`src/rtl/decode_pkg.sv`:
```
// Shared RV32I decode definitions: opcodes, instruction classes, ALU codes,
// the registered decode record and the encoding-legality check.
package decode_pkg;

  localparam logic [6:0] OPC_OP     = 7'b0110011;
  localparam logic [6:0] OPC_OP_IMM = 7'b0010011;
  localparam logic [6:0] OPC_LUI    = 7'b0110111;
  localparam logic [6:0] OPC_AUIPC  = 7'b0010111;
  localparam logic [6:0] OPC_JAL    = 7'b1101111;
  localparam logic [6:0] OPC_JALR   = 7'b1100111;
  localparam logic [6:0] OPC_BRANCH = 7'b1100011;
  localparam logic [6:0] OPC_LOAD   = 7'b0000011;
  localparam logic [6:0] OPC_STORE  = 7'b0100011;

  typedef enum logic [2:0] {
    CLS_OP         = 3'd0,
    CLS_OP_IMM     = 3'd1,
    CLS_LUI        = 3'd2,
    CLS_AUIPC      = 3'd3,
    CLS_JAL        = 3'd4,
    CLS_JALR       = 3'd5,
    CLS_BRANCH     = 3'd6,
    CLS_LOAD_STORE = 3'd7
  } instr_class_e;

  localparam logic [3:0] ALU_ADD  = 4'b0000;
  localparam logic [3:0] ALU_SUB  = 4'b1000;
  localparam logic [3:0] ALU_SLL  = 4'b0001;
  localparam logic [3:0] ALU_SLT  = 4'b0010;
  localparam logic [3:0] ALU_SLTU = 4'b0011;
  localparam logic [3:0] ALU_XOR  = 4'b0100;
  localparam logic [3:0] ALU_SRL  = 4'b0101;
  localparam logic [3:0] ALU_SRA  = 4'b1101;
  localparam logic [3:0] ALU_OR   = 4'b0110;
  localparam logic [3:0] ALU_AND  = 4'b0111;

  localparam logic [31:0] NOP_INSN = 32'h00000013;

  localparam logic [6:0] FUNCT7_BASE = 7'b0000000;
  localparam logic [6:0] FUNCT7_ALT  = 7'b0100000;

  typedef struct packed {
    logic [31:0]  pc;
    logic [4:0]   rs1;
    logic [4:0]   rs2;
    logic [4:0]   rd;
    logic [31:0]  imm;
    logic         alu_imm_en;
    logic [3:0]   operation;
    instr_class_e cls;
    logic         reg_we;
    logic         illegal;
  } decoded_t;

  function automatic logic is_illegal(input logic [31:0] inst);
    logic       bad;
    logic [6:0] funct7;
    logic [2:0] funct3;
    bad    = 1'b0;
    funct7 = inst[31:25];
    funct3 = inst[14:12];
    case (inst[6:0])
      OPC_OP: begin
        if (funct7 == FUNCT7_BASE) begin
          bad = 1'b0;
        end else if (funct7 == FUNCT7_ALT) begin
          bad = (funct3 != 3'b000) && (funct3 != 3'b101);
        end else begin
          bad = 1'b1;
        end
      end
      OPC_OP_IMM: begin
        if (funct3 == 3'b001) begin
          bad = (funct7 != FUNCT7_BASE);
        end else if (funct3 == 3'b101) begin
          bad = (funct7 != FUNCT7_BASE) && (funct7 != FUNCT7_ALT);
        end else begin
          bad = 1'b0;
        end
      end
      OPC_LUI, OPC_AUIPC, OPC_JAL, OPC_JALR,
      OPC_BRANCH, OPC_LOAD, OPC_STORE: bad = 1'b0;
      default: bad = 1'b1;
    endcase
    if (inst[1:0] != 2'b11) begin
      bad = 1'b1;
    end else begin
      bad = bad;
    end
    return bad;
  endfunction

endpackage

```
`src/rtl/decode_stage_imm_gen.sv`:
```
// Combinational RV32I immediate generator: selects the I/S/B/U/J format from
// the opcode and sign-extends from inst[31]; formats without an immediate give 0.
module imm_gen
  import decode_pkg::*;
(
  input  logic [31:0] instr_i,
  output logic [31:0] imm_o
);

  // format select by opcode
  always_comb begin
    imm_o = 32'd0;
    case (instr_i[6:0])
      OPC_OP_IMM, OPC_JALR, OPC_LOAD:
        imm_o = {{20{instr_i[31]}}, instr_i[31:20]};
      OPC_STORE:
        imm_o = {{20{instr_i[31]}}, instr_i[31:25], instr_i[11:7]};
      OPC_BRANCH:
        imm_o = {{19{instr_i[31]}}, instr_i[31], instr_i[7], instr_i[30:25],
                 instr_i[11:8], 1'b0};
      OPC_LUI, OPC_AUIPC:
        imm_o = {instr_i[31:12], 12'd0};
      OPC_JAL:
        imm_o = {{11{instr_i[31]}}, instr_i[31], instr_i[19:12], instr_i[20],
                 instr_i[30:21], 1'b0};
      default:
        imm_o = 32'd0;
    endcase
  end

endmodule

```
`src/rtl/decode_stage.sv`:
```
// RV32I decode stage with a single-entry valid/ready output register.
// DECODE_ILLEGAL_TRAP_EN: pass illegal encodings downstream flagged; otherwise
// they are replaced by a NOP and illegal_o stays 0.
module decode_stage
  import decode_pkg::*;
(
  input  logic        clk_i,
  input  logic        rst_i,
  input  logic        in_valid_i,
  output logic        in_ready_o,
  input  logic [31:0] in_instruction_i,
  input  logic [31:0] in_pc_i,
  input  logic        flush_i,
  output logic        out_valid_o,
  input  logic        out_ready_i,
  output logic [31:0] out_pc_o,
  output logic [4:0]  rs1_addr_o,
  output logic [4:0]  rs2_addr_o,
  output logic [4:0]  rd_addr_o,
  output logic [31:0] immediate_data_o,
  output logic        alu_immediate_enable_o,
  output logic [3:0]  operation_o,
  output logic [2:0]  instr_class_o,
  output logic        reg_write_enable_o,
  output logic        illegal_o
);

  logic        raw_illegal;
  logic        dec_illegal;
  logic [31:0] dec_inst;
  logic [31:0] dec_imm;
  logic        wr_class;
  logic        capture;
  decoded_t    dec;
  decoded_t    out_d, out_q;
  logic        valid_d, valid_q;

  assign raw_illegal = is_illegal(in_instruction_i);

`ifdef DECODE_ILLEGAL_TRAP_EN
  assign dec_inst    = in_instruction_i;
  assign dec_illegal = raw_illegal;
`else
  // Substituting the NOP word yields OP_IMM, rd 0, immediate 0 downstream.
  assign dec_inst    = raw_illegal ? NOP_INSN : in_instruction_i;
  assign dec_illegal = 1'b0;
`endif

  imm_gen u_imm_gen (
    .instr_i (dec_inst),
    .imm_o   (dec_imm)
  );

  // field decode by opcode; unknown opcodes fall back to NOP-like fields
  always_comb begin
    dec            = '0;
    dec.pc         = in_pc_i;
    dec.imm        = dec_imm;
    dec.illegal    = dec_illegal;
    dec.cls        = CLS_OP_IMM;
    dec.operation  = ALU_ADD;
    dec.alu_imm_en = 1'b1;
    wr_class       = 1'b0;
    case (dec_inst[6:0])
      OPC_OP: begin
        dec.cls        = CLS_OP;
        dec.rs1        = dec_inst[19:15];
        dec.rs2        = dec_inst[24:20];
        dec.rd         = dec_inst[11:7];
        dec.operation  = {dec_inst[30], dec_inst[14:12]};
        dec.alu_imm_en = 1'b0;
        wr_class       = 1'b1;
      end
      OPC_OP_IMM: begin
        dec.cls       = CLS_OP_IMM;
        dec.rs1       = dec_inst[19:15];
        dec.rd        = dec_inst[11:7];
        dec.operation = {(dec_inst[14:12] == 3'b101) ? dec_inst[30] : 1'b0,
                         dec_inst[14:12]};
        wr_class      = 1'b1;
      end
      OPC_LUI: begin
        dec.cls  = CLS_LUI;
        dec.rd   = dec_inst[11:7];
        wr_class = 1'b1;
      end
      OPC_AUIPC: begin
        dec.cls  = CLS_AUIPC;
        dec.rd   = dec_inst[11:7];
        wr_class = 1'b1;
      end
      OPC_JAL: begin
        dec.cls  = CLS_JAL;
        dec.rd   = dec_inst[11:7];
        wr_class = 1'b1;
      end
      OPC_JALR: begin
        dec.cls  = CLS_JALR;
        dec.rs1  = dec_inst[19:15];
        dec.rd   = dec_inst[11:7];
        wr_class = 1'b1;
      end
      OPC_BRANCH: begin
        dec.cls        = CLS_BRANCH;
        dec.rs1        = dec_inst[19:15];
        dec.rs2        = dec_inst[24:20];
        dec.alu_imm_en = 1'b0;
      end
      OPC_LOAD: begin
        dec.cls  = CLS_LOAD_STORE;
        dec.rs1  = dec_inst[19:15];
        dec.rd   = dec_inst[11:7];
        wr_class = 1'b1;
      end
      OPC_STORE: begin
        dec.cls = CLS_LOAD_STORE;
        dec.rs1 = dec_inst[19:15];
        dec.rs2 = dec_inst[24:20];
      end
      default: begin
        dec.cls = CLS_OP_IMM;
      end
    endcase
    dec.reg_we = wr_class && (dec.rd != 5'd0);
  end

  assign in_ready_o = !valid_q || out_ready_i;
  assign capture    = in_valid_i && in_ready_o && !flush_i;

  // flush beats capture; an idle accept empties the register
  always_comb begin
    out_d   = out_q;
    valid_d = valid_q;
    if (flush_i) begin
      valid_d = 1'b0;
    end else if (capture) begin
      valid_d = 1'b1;
      out_d   = dec;
    end else if (out_ready_i) begin
      valid_d = 1'b0;
    end else begin
      valid_d = valid_q;
    end
  end

  // output register
  always_ff @(posedge clk_i or posedge rst_i) begin
    if (rst_i) begin
      valid_q <= 1'b0;
      out_q   <= '0;
    end else begin
      valid_q <= valid_d;
      out_q   <= out_d;
    end
  end

  assign out_valid_o            = valid_q;
  assign out_pc_o               = out_q.pc;
  assign rs1_addr_o             = out_q.rs1;
  assign rs2_addr_o             = out_q.rs2;
  assign rd_addr_o              = out_q.rd;
  assign immediate_data_o       = out_q.imm;
  assign alu_immediate_enable_o = out_q.alu_imm_en;
  assign operation_o            = out_q.operation;
  assign instr_class_o          = out_q.cls;
  assign reg_write_enable_o     = out_q.reg_we;
  assign illegal_o              = out_q.illegal;

endmodule

```
`config.mk`:
```
export PLATFORM = sky130hd
export DESIGN_NAME = decode_stage
export DESIGN_NICKNAME = d
export VERILOG_FILES = /design/src/rtl/decode_pkg.sv /design/src/rtl/decode_stage_imm_gen.sv /design/src/rtl/decode_stage.sv
export SDC_FILE = /design/constraint.sdc
export NUM_CORES = 1
export LEC_CHECK = 0
export ABC_CLOCK_PERIOD_IN_PS = 2400
export BUFFER_PORTS_ARGS = -buffer_cell sky130_fd_sc_hd__buf_2
export CAP_MARGIN = 5
export CORE_MARGIN = 2
export CORE_UTILIZATION = 43
export DETAILED_ROUTE_END_ITERATION = 16
export HOLD_SLACK_MARGIN = 0.06
export PLACE_DENSITY = 0.75
export SLEW_MARGIN = 40
export SYNTH_ARGS = -nofsm -noshare
export SYNTH_HDL_FRONTEND = slang
export SYNTH_SLANG_ARGS = --single-unit
```
`constraint.sdc`:
```
create_clock -name clk_i -period 2.4 [get_ports clk_i]
set_input_delay 0.24 -clock clk_i [delete_from_list [all_inputs] [get_ports clk_i]]
set_output_delay 0.24 -clock clk_i [all_outputs]
set_load 0.02 [all_outputs]
```
### Word level (Yosys, flattened, before mapping)

Index checks and enable logic that the tools add are counted.

* logic and storage cells: 77
* register bits: 89
* input port bits: 69
* output and inout bits: 91

* reduce and logical (&&, ||, !) cells: 22
* mux-type cells: 19
* bitwise gates (word level): 1
* eq/ne operators: 25

Operators with widths (count)
* one-hot mux 32 bit (5 select lines): 1
* == test 7 x 6 -> 1 bit, second input constant: 7
* == test 7 bit, second input constant: 6
* 2-to-1 mux 32 bit: 1
* == test 7 x 5 -> 1 bit, second input constant: 4
* one-hot mux 3 bit (7 select lines): 1
* 2-to-1 mux 5 bit: 3
* == test 7 x 2 -> 1 bit, second input constant: 2
* OR reduction 7 bit: 2
* 2-to-1 mux 1 bit: 11
* one-hot mux 4 bit (2 select lines): 1
* logical NOT 7 bit: 1
* inequality test 7 x 6 -> 1 bit, second input constant: 1
* nonzero test 7 bit: 1
* == test 3 bit, second input constant: 2
* nonzero test 3 bit: 2
* OR reduction 2 bit: 3
* OR reduction 3 bit: 2
* OR reduction 6 bit: 1
* logical AND 1 bit: 5
* nonzero test 5 bit: 1
* == test 3 x 1 -> 1 bit, second input constant: 1
* inequality test 3 bit, second input constant: 1
* one-hot mux 1 bit (3 select lines): 1
* other kinds (5): 6

### Longest topological paths before layout

Gate-level depths: netlist of run 1.

* word-level depth: 12
* depth in mapped cells: 8
* depth with buffers taken out: 6

### Modules after synthesis

Synthesis of run 1 repeated with hierarchy kept, for this count alone.

* cells, all modules: 537
* area, all modules: 4540.6 um^2

By module, submodules not included
* decode_stage: area an instance 3958.8 um^2, instances 1, cells an instance 464, sequential area each 2227.1 um^2
* imm_gen: area an instance 581.8 um^2, instances 1, cells an instance 73, sequential area each 0.0 um^2

### Worst setup path after synthesis of run 1

Ideal clock, no wire load.

* kind: input port to flip-flop
* start point: in in_instruction_i[25]
* end point: reg out_q, in the netlist immediate_data_o[18]
* library setup time: 0.073 ns
* buffers on the path: 1
* data required time: 2.327 ns
* cell stages on the path: 7
* data arrival time: 1.921 ns
* slack: 0.406 ns
* path through: or4_1 -> o32ai_1 -> a31oi_1 -> or3_1 -> or2_1 -> buf_6 -> a21oi_2

* cells in the longest elaborated chain, start to end: 10
* elaborated cells between the ends (all ways): 23
* classes of those cells: 10 x eq/ne; 8 x mux; 5 x reduce/logical

RTL lines
* start, declared: RTL line decode_stage.sv:11 `input logic [31:0] in_instruction_i,`
* inequality test 7 x 6 -> 1 bit or nonzero test 7 bit (tied branches): RTL line decode_pkg.sv:76, decode_pkg.sv:74
* logical AND 1 bit: RTL line decode_pkg.sv:76 `bad = (funct7 != FUNCT7_BASE) && (funct7 != FUNCT7_ALT);`
* 2-to-1 mux 1 bit: RTL line decode_pkg.sv:75 `end else if (funct3 == 3'b101) begin`
* 2-to-1 mux 1 bit: RTL line decode_pkg.sv:73 `if (funct3 == 3'b001) begin`
* one-hot mux 1 bit (3 select lines) (*): RTL line decode_pkg.sv:62 `case (inst[6:0])`
* 2-to-1 mux 1 bit (*): RTL line decode_pkg.sv:85 `if (inst[1:0] != 2'b11) begin`
* 2-to-1 mux 32 bit (*): RTL line decode_stage.sv:45 `assign dec_inst = raw_illegal ? NOP_INSN : in_instruction_i;`
* == test 7 x 5 -> 1 bit (tied with other cells): RTL line decode_stage_imm_gen.sv:13 `case (instr_i[6:0])`
* OR reduction 3 bit or OR reduction 2 bit (tied branches): RTL line decode_stage_imm_gen.sv:13
* one-hot mux 32 bit (5 select lines) (*): RTL line decode_stage_imm_gen.sv:13
* end signal, assigned: RTL line decode_stage.sv:153 `out_q <= out_d;`
* end, declared: RTL line decode_stage.sv:35 `decoded_t out_d, out_q;`

Mark *: on every way between the ends. The rest lies on a longest branch, timed or not.
A chain may end at the register's enable or synchronous reset.

### Worst setup path after layout of run 1

* start point: in in_instruction_i[25]
* end point: reg out_q, in the netlist immediate_data_o[17]

The elaborated chain is that of the path after synthesis.

==> results of run 1 <==
-- power by group --
group	total, mW	leakage (nW)	internal [mW]	switching (mW)
Clock	0.965	0.0878	0.436	0.529
Sequential	1.72	1.14	1.65	0.0769
Combinational	0.771	1.45	0.265	0.506
Total	3.46	2.68	2.35	1.11
-- final timing paths --
path	startpoint	to	slack, ps	cells past startpoint
min in group asynchronous	rst_i	out_pc_o[0]	530	3
worst min-delay path	in_pc_i[26]	out_pc_o[26]	80	3
worst min register to register	out_pc_o[7]	out_pc_o[7]	470	2
worst max-delay path	in_instruction_i[25]	immediate_data_o[17]	370	7
max in group asynchronous	rst_i	immediate_data_o[4]	1070	5
worst max register to register	out_valid_o	rs2_addr_o[1]	760	6
-- cell usage in the layout (no fill, tap or decap), types with 2 or more instances in the layout --
| master | n |
|---|---|
| nand3b_1 | 2 |
| nand3_1 | 4 |
| nand2b_1 | 2 |
| o31ai_1 | 6 |
| buf_4 | 7 |
| nor2_1 | 31 |
| nand2_1 | 163 |
| buf_2 | 158 |
| clkinv_4 | 2 |
| and3_1 | 2 |
| a21oi_2 | 8 |
| clkbuf_8 | 11 |
| nor3_1 | 2 |
| dfrtp_1 | 89 |
| or3_1 | 4 |
| dlygate4sd3_1 | 6 |
| clkinvlp_4 | 4 |
| or2_1 | 4 |
| a21oi_1 | 38 |
| or4_1 | 3 |
| a22oi_1 | 4 |
| o21ai_1 | 9 |
| a31oi_1 | 2 |
| inv_1 | 6 |
| a21o_1 | 2 |
| buf_12 | 4 |
| o21ai_0 | 24 |
| nor2b_1 | 5 |
-- per-layer routing --
metal	share of wire	track usage
met1	0.43	0.309
met2	0.47	0.341
met3	0.085	0.0520
met4	0.019	0.0780
met5	0	0
-- cells in the mapped netlist, drive strengths merged --
cell,count
nor3,2
or4,3
o21bai,1
and3,2
a21o,2
nor2b,5
a22oi,4
a32oi,1
or3,5
o211ai,1
o32ai,1
o21ai,33
dfrtp,89
nand2b,2
nand3b,2
a211o,1
clkbuf,20
nand2,163
nand4,1
o21a,1
nor2,31
buf,9
a21oi,46
inv,7
nor4,1
nor3b,1
or2,4
o31ai,6
a31oi,2
mux2,1
o22ai,1
nand3,4
o32a,1
conb,1
-- kinds of logic after synthesis --
group	Yosys count
AND/OR/NAND/NOR	226
AO/OA/AOI/OAI	101
flip-flops	89
buffers and inverters	36
multiplexers	1
other	1
-- area by class of cell --
type / count / area, sq um / share of cell area
inverter: 7 / 30.0 / 0.00587
clock inverter: 5 / 40.0 / 0.00783
clock buffer: 11 / 151 / 0.0296
multi-input combinational: 329 / 1550 / 0.302
sequential: 89 / 2230 / 0.436
tap: 108 / 135 / 0.0264
timing repair buffer: 175 / 983 / 0.192
-- critical path, cell delays in order --
cell,delay (ps)
buf_2,110
or4_1,560
o32ai_1,270
a31oi_1,150
or3_1,380
or2_1,390
a21oi_2,190
-- through the flow --
stage                     std cells  setup slack [ps]  utilization
final                           724               374        0.584
after global routing            724               315        0.584
after CTS                       723               393        0.582
after detailed placement        702              32.8        0.555
after global placement          702               105        0.555
after floorplan                 454               406            -
-- flip-flops by register name (all words and copies together) (netlist names) --
register and flops:
immediate_data_o 32, rs2_addr_o 5, rd_addr_o 5, alu_immediate_enable_o 1
rs1_addr_o 5, out_pc_o 32, operation_o 4, out_valid_o 1
reg_write_enable_o 1, instr_class_o 3
==> flow_summary_export.csv, run 1 <==
group,metric,value,unit
run_status,run_status,"finished, final reports clean",
synth,avgSynthCellArea,8.63,sq um
synth,yosys.area.top_type,"dfrtp_1",
timing,slew_violations,0,
cts,clock_sinks,89,
place,place_congestion,0.898,
cts,post_cts_resize_count,0,
cts,cts_htree_levels,3,
timing,rsz0062_at_grt,"no",
drt,post_drt_wl_per_cell,15.0,um
timing,fin_crit_sh,0.844,
synth,synth_fa_ha_area_frac,0,
drt,drt_iter0_drc,237,
cts,cts-root-buf,"clkbuf_8",
synth,synth-seq-area-share,0.569,
finish,drive_gt1_frac,0.320,
die,core_area,8760,sq um
synth,synth_simple_gate_area_frac,0.238,
power_and_ir_drop,p_total,3.46,mW
finish,final_area,5110,sq um
cts,cts_buffers,9,
die,ios,160,
synth,synth_top_area_frac,0.569,
timing,tns,0,ps
drt,drc,0,
power_and_ir_drop,leakage,2.68,nW
timing,hold_viol,0,
job,drv_cap,0,
cts,tritoncts,"yes",
place,port_buffers,158,
drt,vias_per_cell,5.17,
place,dpl_cell_area,4860,sq um
cts,clock_path_buffers,2,
synth,netlist_area,3920,sq um
drt,antenna_left,0,
synth,synthCells,454,
critical_path,crit_path_start_kind,"input pin",
synth,synth.area.mux_share,0.00287,
die,initial_core_util,0.447,
synth,synth-xor-area-share,0,
critical_path,crit_required,2670,ps
timing,clock.fmax,494,MHz
grt,grt_pass1_wl,17400,um
synth,ys_seq_elements,89,
die,die_width,99.5,um
cts,clk_latency,350,ps
critical_path,path_max_fanout,8,
finish,nFillCells,836,
timing,clock-skew-final,11.1,ps
grt,overflow,0,
critical_path,critPathKind,"input pin to register",
die,core.rowCount,34,
grt,antenna_found_initial,0,
critical_path,arrival,2290,ps
timing,fin_crit,2030,ps
min_path,hold_path_class,"input pin to register",
timing,setup_violations,0,
grt,grt_pass1_vias,3533,
power_and_ir_drop,power_density,676,nW/um^2
synth,yosysUniqueCellTypes,40,
drt,drt-total-wl,10900,um
cts,cts_setup_buffers,0,
finish,layout.nets,680,
die,chipHeight,99.5,um
place,hpwl,7890,um
synth,ys_top_cells_by_area,"dfrtp_1 57%, nand2_1 16%, a21oi_1 4.9%, o21ai_0 3.1%, nor2_1 3.0%",
power_and_ir_drop,vdd_ir_drop_max,0.331,mV
synth,synth_top_family_by_area,"simple AND/OR/NAND/NOR gates",
grt,grtUsageTotal,0.221,
finish,syn_to_final_growth,30.5,%
timing,tightest_slew,657,ps
cts,clkSlewWorstSetupHoldPaths,90,ps
synth,synth_nets,523,
cts,hold_buffers,5,
synth,synth_compound_area_frac,0.151,
critical_path,crit_path_end_kind,"register",
drt,detailroute.via_count,3745,
synth,ys_warn_count,0,
timing,relSlewSlack,0.561,
timing,hold_ws,75.1,ps
grt,grt_max_degree,95,
die,die_area,9890,sq um
drt,dr.pass1.iters,5,
finish,antenna_cells,0,
Note: power is estimated with default switching activity, not from simulation.
==> inputs of run 2 (changes only) <==
ABC_CLOCK_PERIOD_IN_PS = 1750   (was 2400)
clock period = 1.75 ns   (was 2.4 ns; I/O delays follow)
==> run 2 against run 1 <==
Net effect: wire length rose by 5.9%; core utilization rose by 5.5 points; power rose by 38%; sequential power rose by 38%; largest cell class unchanged.
==> flow_summary_export.csv, run 2 (same netlist as run 1, synthesis figures left out) <==
group,metric,value,unit
cts,cts_buffers,9,
die,core.rowCount,34,
drt,drt-total-wl,11500,um
critical_path,path_cells,"buf_6 > or4_4 > o32ai_4 > a31oi_2 > or3_4 > or2_4 > a21oi_2",
place,port_buffers,158,
grt,antenna_found_initial,0,
timing,relSlewSlack,0.659,
critical_path,arrival,2010,ps
timing,fin_crit_sh,0.993,
die,initial_core_util,0.447,
critical_path,crit_path_start_kind,"input pin",
timing,rsz0062_at_grt,"yes",
timing,tightest_slew,511,ps
finish,layout.nets,729,
grt,grtUsageTotal,0.236,
cts,clock_sinks,89,
grt,grt_pass1_wl,18500,um
run_status,run_status,"finished, final reports clean",
power_and_ir_drop,power_density,854,nW/um^2
power_and_ir_drop,p_total,4.78,mW
cts,tritoncts,"yes",
cts,clkSlewWorstSetupHoldPaths,100,ps
timing,fin_crit,1740,ps
place,dp.cells,724,
min_path,whs_path_depth,3,
timing,slew_violations,0,
finish,syn_to_final_growth,42.9,%
finish,layout_common_cells,"163 x nand2_1, 156 x buf_2, 89 x dfrtp_1",
drt,post_drt_wl_per_cell,14.9,um
finish,nFillCells,744,
critical_path,crit_path_end_kind,"register",
die,ios,160,
critical_path,r2r_cells,6,
finish,finalNonFillerCells,774,
finish,drive_gt1_frac,0.341,
finish,final_common_cell,"nand2_1",
place,dpl_cell_area,5040,sq um
cts,cts-root-buf,"clkbuf_8",
critical_path,crit_required,2020,ps
timing,setup_violations,0,
drt,drt_iter0_drc,219,
cts,cts_htree_levels,3,
place,place_congestion,0.906,
drt,detailroute.via_count,3953,
die,chipHeight,99.5,um
timing,clock-skew-final,14.5,ps
job,drv_cap,0,
place,hpwl,8150,um
cts,clock_path_buffers,2,
grt,overflow,0,
finish,final_area,5600,sq um
timing,hold_viol,0,
cts,clk_latency,350,ps
critical_path,path_max_fanout,8,
drt,vias_per_cell,5.11,
grt,grt_max_degree,60,
drt,drc,0,
min_path,hold_path_class,"input pin to register",
die,core_area,8760,sq um
power_and_ir_drop,vdd_ir_drop_max,0.479,mV
cts,cts_setup_buffers,0,
drt,antenna_left,0,
die,die_area,9890,sq um
die,die_width,99.5,um
critical_path,critPathKind,"input pin to register",
grt,grt_pass1_vias,3856,
critical_path,cpMaxStageDelayCell,"or4_4",
timing,clock.fmax,576,MHz
critical_path,slowest_delay,550,ps
drt,dr.pass1.iters,5,
power_and_ir_drop,leakage,2.90,nW
==> run 2: layer usage <==
layer / global-route usage / up-vias / wire, um
met4: 0.121 / 0 / 512
li1: - / 1907 / -
met5: 0 / - / 0
met1: 0.301 / 1837 / 4710
met3: 0.0422 / 44 / 692
met2: 0.387 / 165 / 5590
==> run 2: power breakdown <==
| group | switching (mW) | leakage (nW) | internal [mW] |
|---|---|---|---|
| Combinational | 0.719 | 1.69 | 0.441 |
| Clock | 0.736 | 0.0749 | 0.519 |
| Sequential | 0.110 | 1.14 | 2.26 |
==> run 2: worst paths after layout <==
| path | start | to | slack [ps] |
|---|---|---|---|
| max | in_instruction_i[25] | immediate_data_o[15] | 10 |
| max in group asynchronous | rst_i | immediate_data_o[23] | 870 |
| min reg2reg | out_pc_o[2] | out_pc_o[2] | 480 |
| min in group asynchronous | rst_i | out_pc_o[6] | 360 |
| min | in_valid_i | out_valid_o | 80 |
| max reg2reg | out_valid_o | operation_o[3] | 100 |
==> run 2: area by class of cell <==
cell class	instances	area [sq um]	share of cell area
Antenna cell	1	2.50	0.000447
Sequential cell	89	2230	0.398
Timing Repair Buffer	224	1430	0.256
Tap cell	108	135	0.0241
Clock buffer	10	128	0.0228
Multi-Input combinational cell	329	1600	0.286
Inverter	7	30.0	0.00536
Clock inverter	6	43.8	0.00782
==> run 2: what timing repair did <==
item,CTS,global route
setup endpoints to repair,23,20
resized for setup,4,7
endpoints found under the hold margin,46,0
pin swaps,3,1
hold buffers,34,0
==> run 2: critical path: cells and delay by family <==
| family | cells | cell delay (ps) |
|---|---|---|
| AO/OA/AOI/OAI | 3 | 500 |
| AND/OR/NAND/NOR | 3 | 1240 |
| buffers and inverters | 1 | 90 |
==> run 2: per-stage QoR <==
stage	utilization	TNS (ps)	setup WS, ps	hold slack [ps]
finish	0.639	0	12.9	80.6
global route	0.639	-145	-37.9	80.6
CTS	0.634	0	25.8	68.9
detailed placement	0.575	-19120	-486	194
global placement	0.575	-17330	-449	193
floorplan	-	-2640	-178	241
==> inputs of run 3 (changes only) <==
BUFFER_PORTS_ARGS = not set   (was -buffer_cell sky130_fd_sc_hd__buf_2)
CORE_UTILIZATION = 50   (was 43)
DONT_BUFFER_PORTS = 1   (was not set)
PLACE_DENSITY = 0.68   (was 0.75)
==> run 3 against run 2 <==
Net effect: combinational power is 49% lower; final cell count is 19% lower; via count is 12% lower; flip-flop and latch count stayed put; critical path type unchanged; largest power group unchanged; global-route usage is 2.6 points higher; setup slack better by 32 ps; clock-buffer cell count stayed put; clock skew is 1.7 ps higher; non-clock buffer count is 142 lower; critical path depth stayed put; clock power is 13% higher; power is 1.9% lower.
==> flow_summary_export.csv, run 3 (same netlist as run 1, synthesis figures left out) <==
group,metric,value,unit
power_and_ir_drop,power_density,941,nW/um^2
cts,clock_sinks,89,
die,die_width,92.5,um
timing,setup_violations,0,
finish,finalNonFillerCells,625,
finish,antenna_cells,0,
run_status,run_status,"finished, final reports clean",
drt,vias_per_cell,5.56,
place,place_congestion,0.929,
drt,dr.pass1.iters,5,
finish,final_area,4980,sq um
timing,clock-skew-final,16.2,ps
finish,syn_to_final_growth,27.2,%
drt,post_drt_wl_per_cell,17.1,um
critical_path,ff2ff_setup_slack,170,ps
timing,clock.fmax,587,MHz
grt,grt_pass1_wl,17300,um
cts,tritoncts,"yes",
finish,layout.nets,587,
critical_path,r2r_cells,6,
place,dp_worst_setup_slack,-414,ps
critical_path,cpMaxStageDelayCell,"or4_4",
grt,antenna_found_initial,0,
drt,antenna_left,0,
grt,grtUsageTotal,0.262,
finish,layout_common_cells,"163 x nand2_1, 89 x dfrtp_1, 62 x dlygate4sd3_1",
die,ios,160,
job,drv_cap,0,
finish,final_common_cell,"nand2_1",
critical_path,r2r_end,"immediate_data_o[23]",
timing,tns,0,ps
timing,slew_violations,0,
drt,drt_iter0_drc,248,
power_and_ir_drop,vdd_ir_drop_max,0.519,mV
drt,drc,0,
critical_path,crit_path_start,"in_instruction_i[25]",
finish,drive_gt1_frac,0.103,
die,initial_core_util,0.512,
critical_path,reg2reg_from,"out_valid_o",
drt,detailroute.via_count,3475,
critical_path,setup.worst_path.end,"rs2_addr_o[0]",
cts,clk_latency,350,ps
power_and_ir_drop,leakage,2.28,nW
timing,relSlewSlack,0.616,
finish,final_util,0.652,
power_and_ir_drop,p_total,4.69,mW
die,chipHeight,92.5,um
critical_path,crit_path_end_kind,"register",
timing,hold_ws,91.6,ps
place,port_buffers,0,
timing,fin_crit,1700,ps
timing,worst_slack,45.2,ps
timing,hold_viol,0,
place,hpwl,7040,um
timing,tightest_slew,574,ps
critical_path,crit_path_start_kind,"input pin",
cts,clock_path_buffers,2,
grt,grt_pass1_vias,3452,
die,core_area,7650,sq um
critical_path,path_cells,"or4_4 > o32ai_2 > a31oi_2 > buf_4 > or3_4 > or2_4 > o21ai_1",
place,dp.cells,547,
grt,overflow,0,
critical_path,slowest_delay,530,ps
critical_path,critPathKind,"input pin to register",
cts,cts_htree_levels,3,
critical_path,path_max_fanout,5,
timing,fin_crit_sh,0.974,
cts,cts-root-buf,"clkbuf_8",
cts,cts_buffers,9,
critical_path,crit_required,2020,ps
critical_path,arrival,1980,ps
drt,drt-total-wl,10700,um
cts,clkSlewWorstSetupHoldPaths,80,ps
die,core.rowCount,32,
timing,rsz0062_at_grt,"no",
grt,grt_max_degree,63,
min_path,hold_path_class,"input pin to register",
place,dpl_cell_area,4140,sq um
die,die_area,8560,sq um
[run 3: routing by layer]
| metal | part of all wire | track usage | up-vias |
|---|---|---|---|
| met5 | 0 | 0 | - |
| li1 | - | - | 1619 |
| met1 | 0.40 | 0.334 | 1651 |
| met4 | 0.031 | 0.101 | 0 |
| met3 | 0.10 | 0.105 | 24 |
| met2 | 0.47 | 0.401 | 181 |
[run 3: cell type report]
type,count,area (sq um)
Fill cell,648,2660
Sequential cell,89,2230
Multi-Input combinational cell,329,1580
Timing Repair Buffer,82,821
Clock buffer,10,128
Tap cell,102,128
Clock inverter,6,75.1
Inverter,7,30.0
[run 3: power breakdown]
| part | internal [mW] | switching (mW) | leakage (nW) |
|---|---|---|---|
| registers | 2.26 | 0.416 | 1.14 |
| logic | 0.271 | 0.322 | 1.04 |
| clock network | 0.681 | 0.747 | 0.0990 |
[run 3: what timing repair did]
action / CTS / global route
resized for setup: 1 / 3
pin swaps: 1 / 1
setup buffers: 0 / 0
hold buffers: 61 / 1
endpoints found under the setup margin: 9 / 20
hold endpoints to repair: 102 / 1
[run 3: how the worst min path moves through the flow]
| stage | start | to | slack, ps | cells past startpoint |
|---|---|---|---|---|
| 2_1_floorplan | flush_i | out_valid_o | 240 | 1 |
| 4_1_cts | in_instruction_i[14] | operation_o[3] | 60 | 3 |
| 3_5_place_dp | rst_i | out_pc_o[20] | 140 | 1 |
| 3_3_place_gp | rst_i | out_pc_o[22] | 140 | 1 |
| 5_1_grt | in_instruction_i[6] | instr_class_o[1] | 60 | 2 |
| 6_report | in_instruction_i[23] | immediate_data_o[3] | 90 | 2 |
[run 3: critical path: cells and delay by family]
| family | cells | cell delay [ps] |
|---|---|---|
| simple gates | 3 | 1170 |
| buf+inv | 1 | 150 |
| compound gates | 3 | 490 |
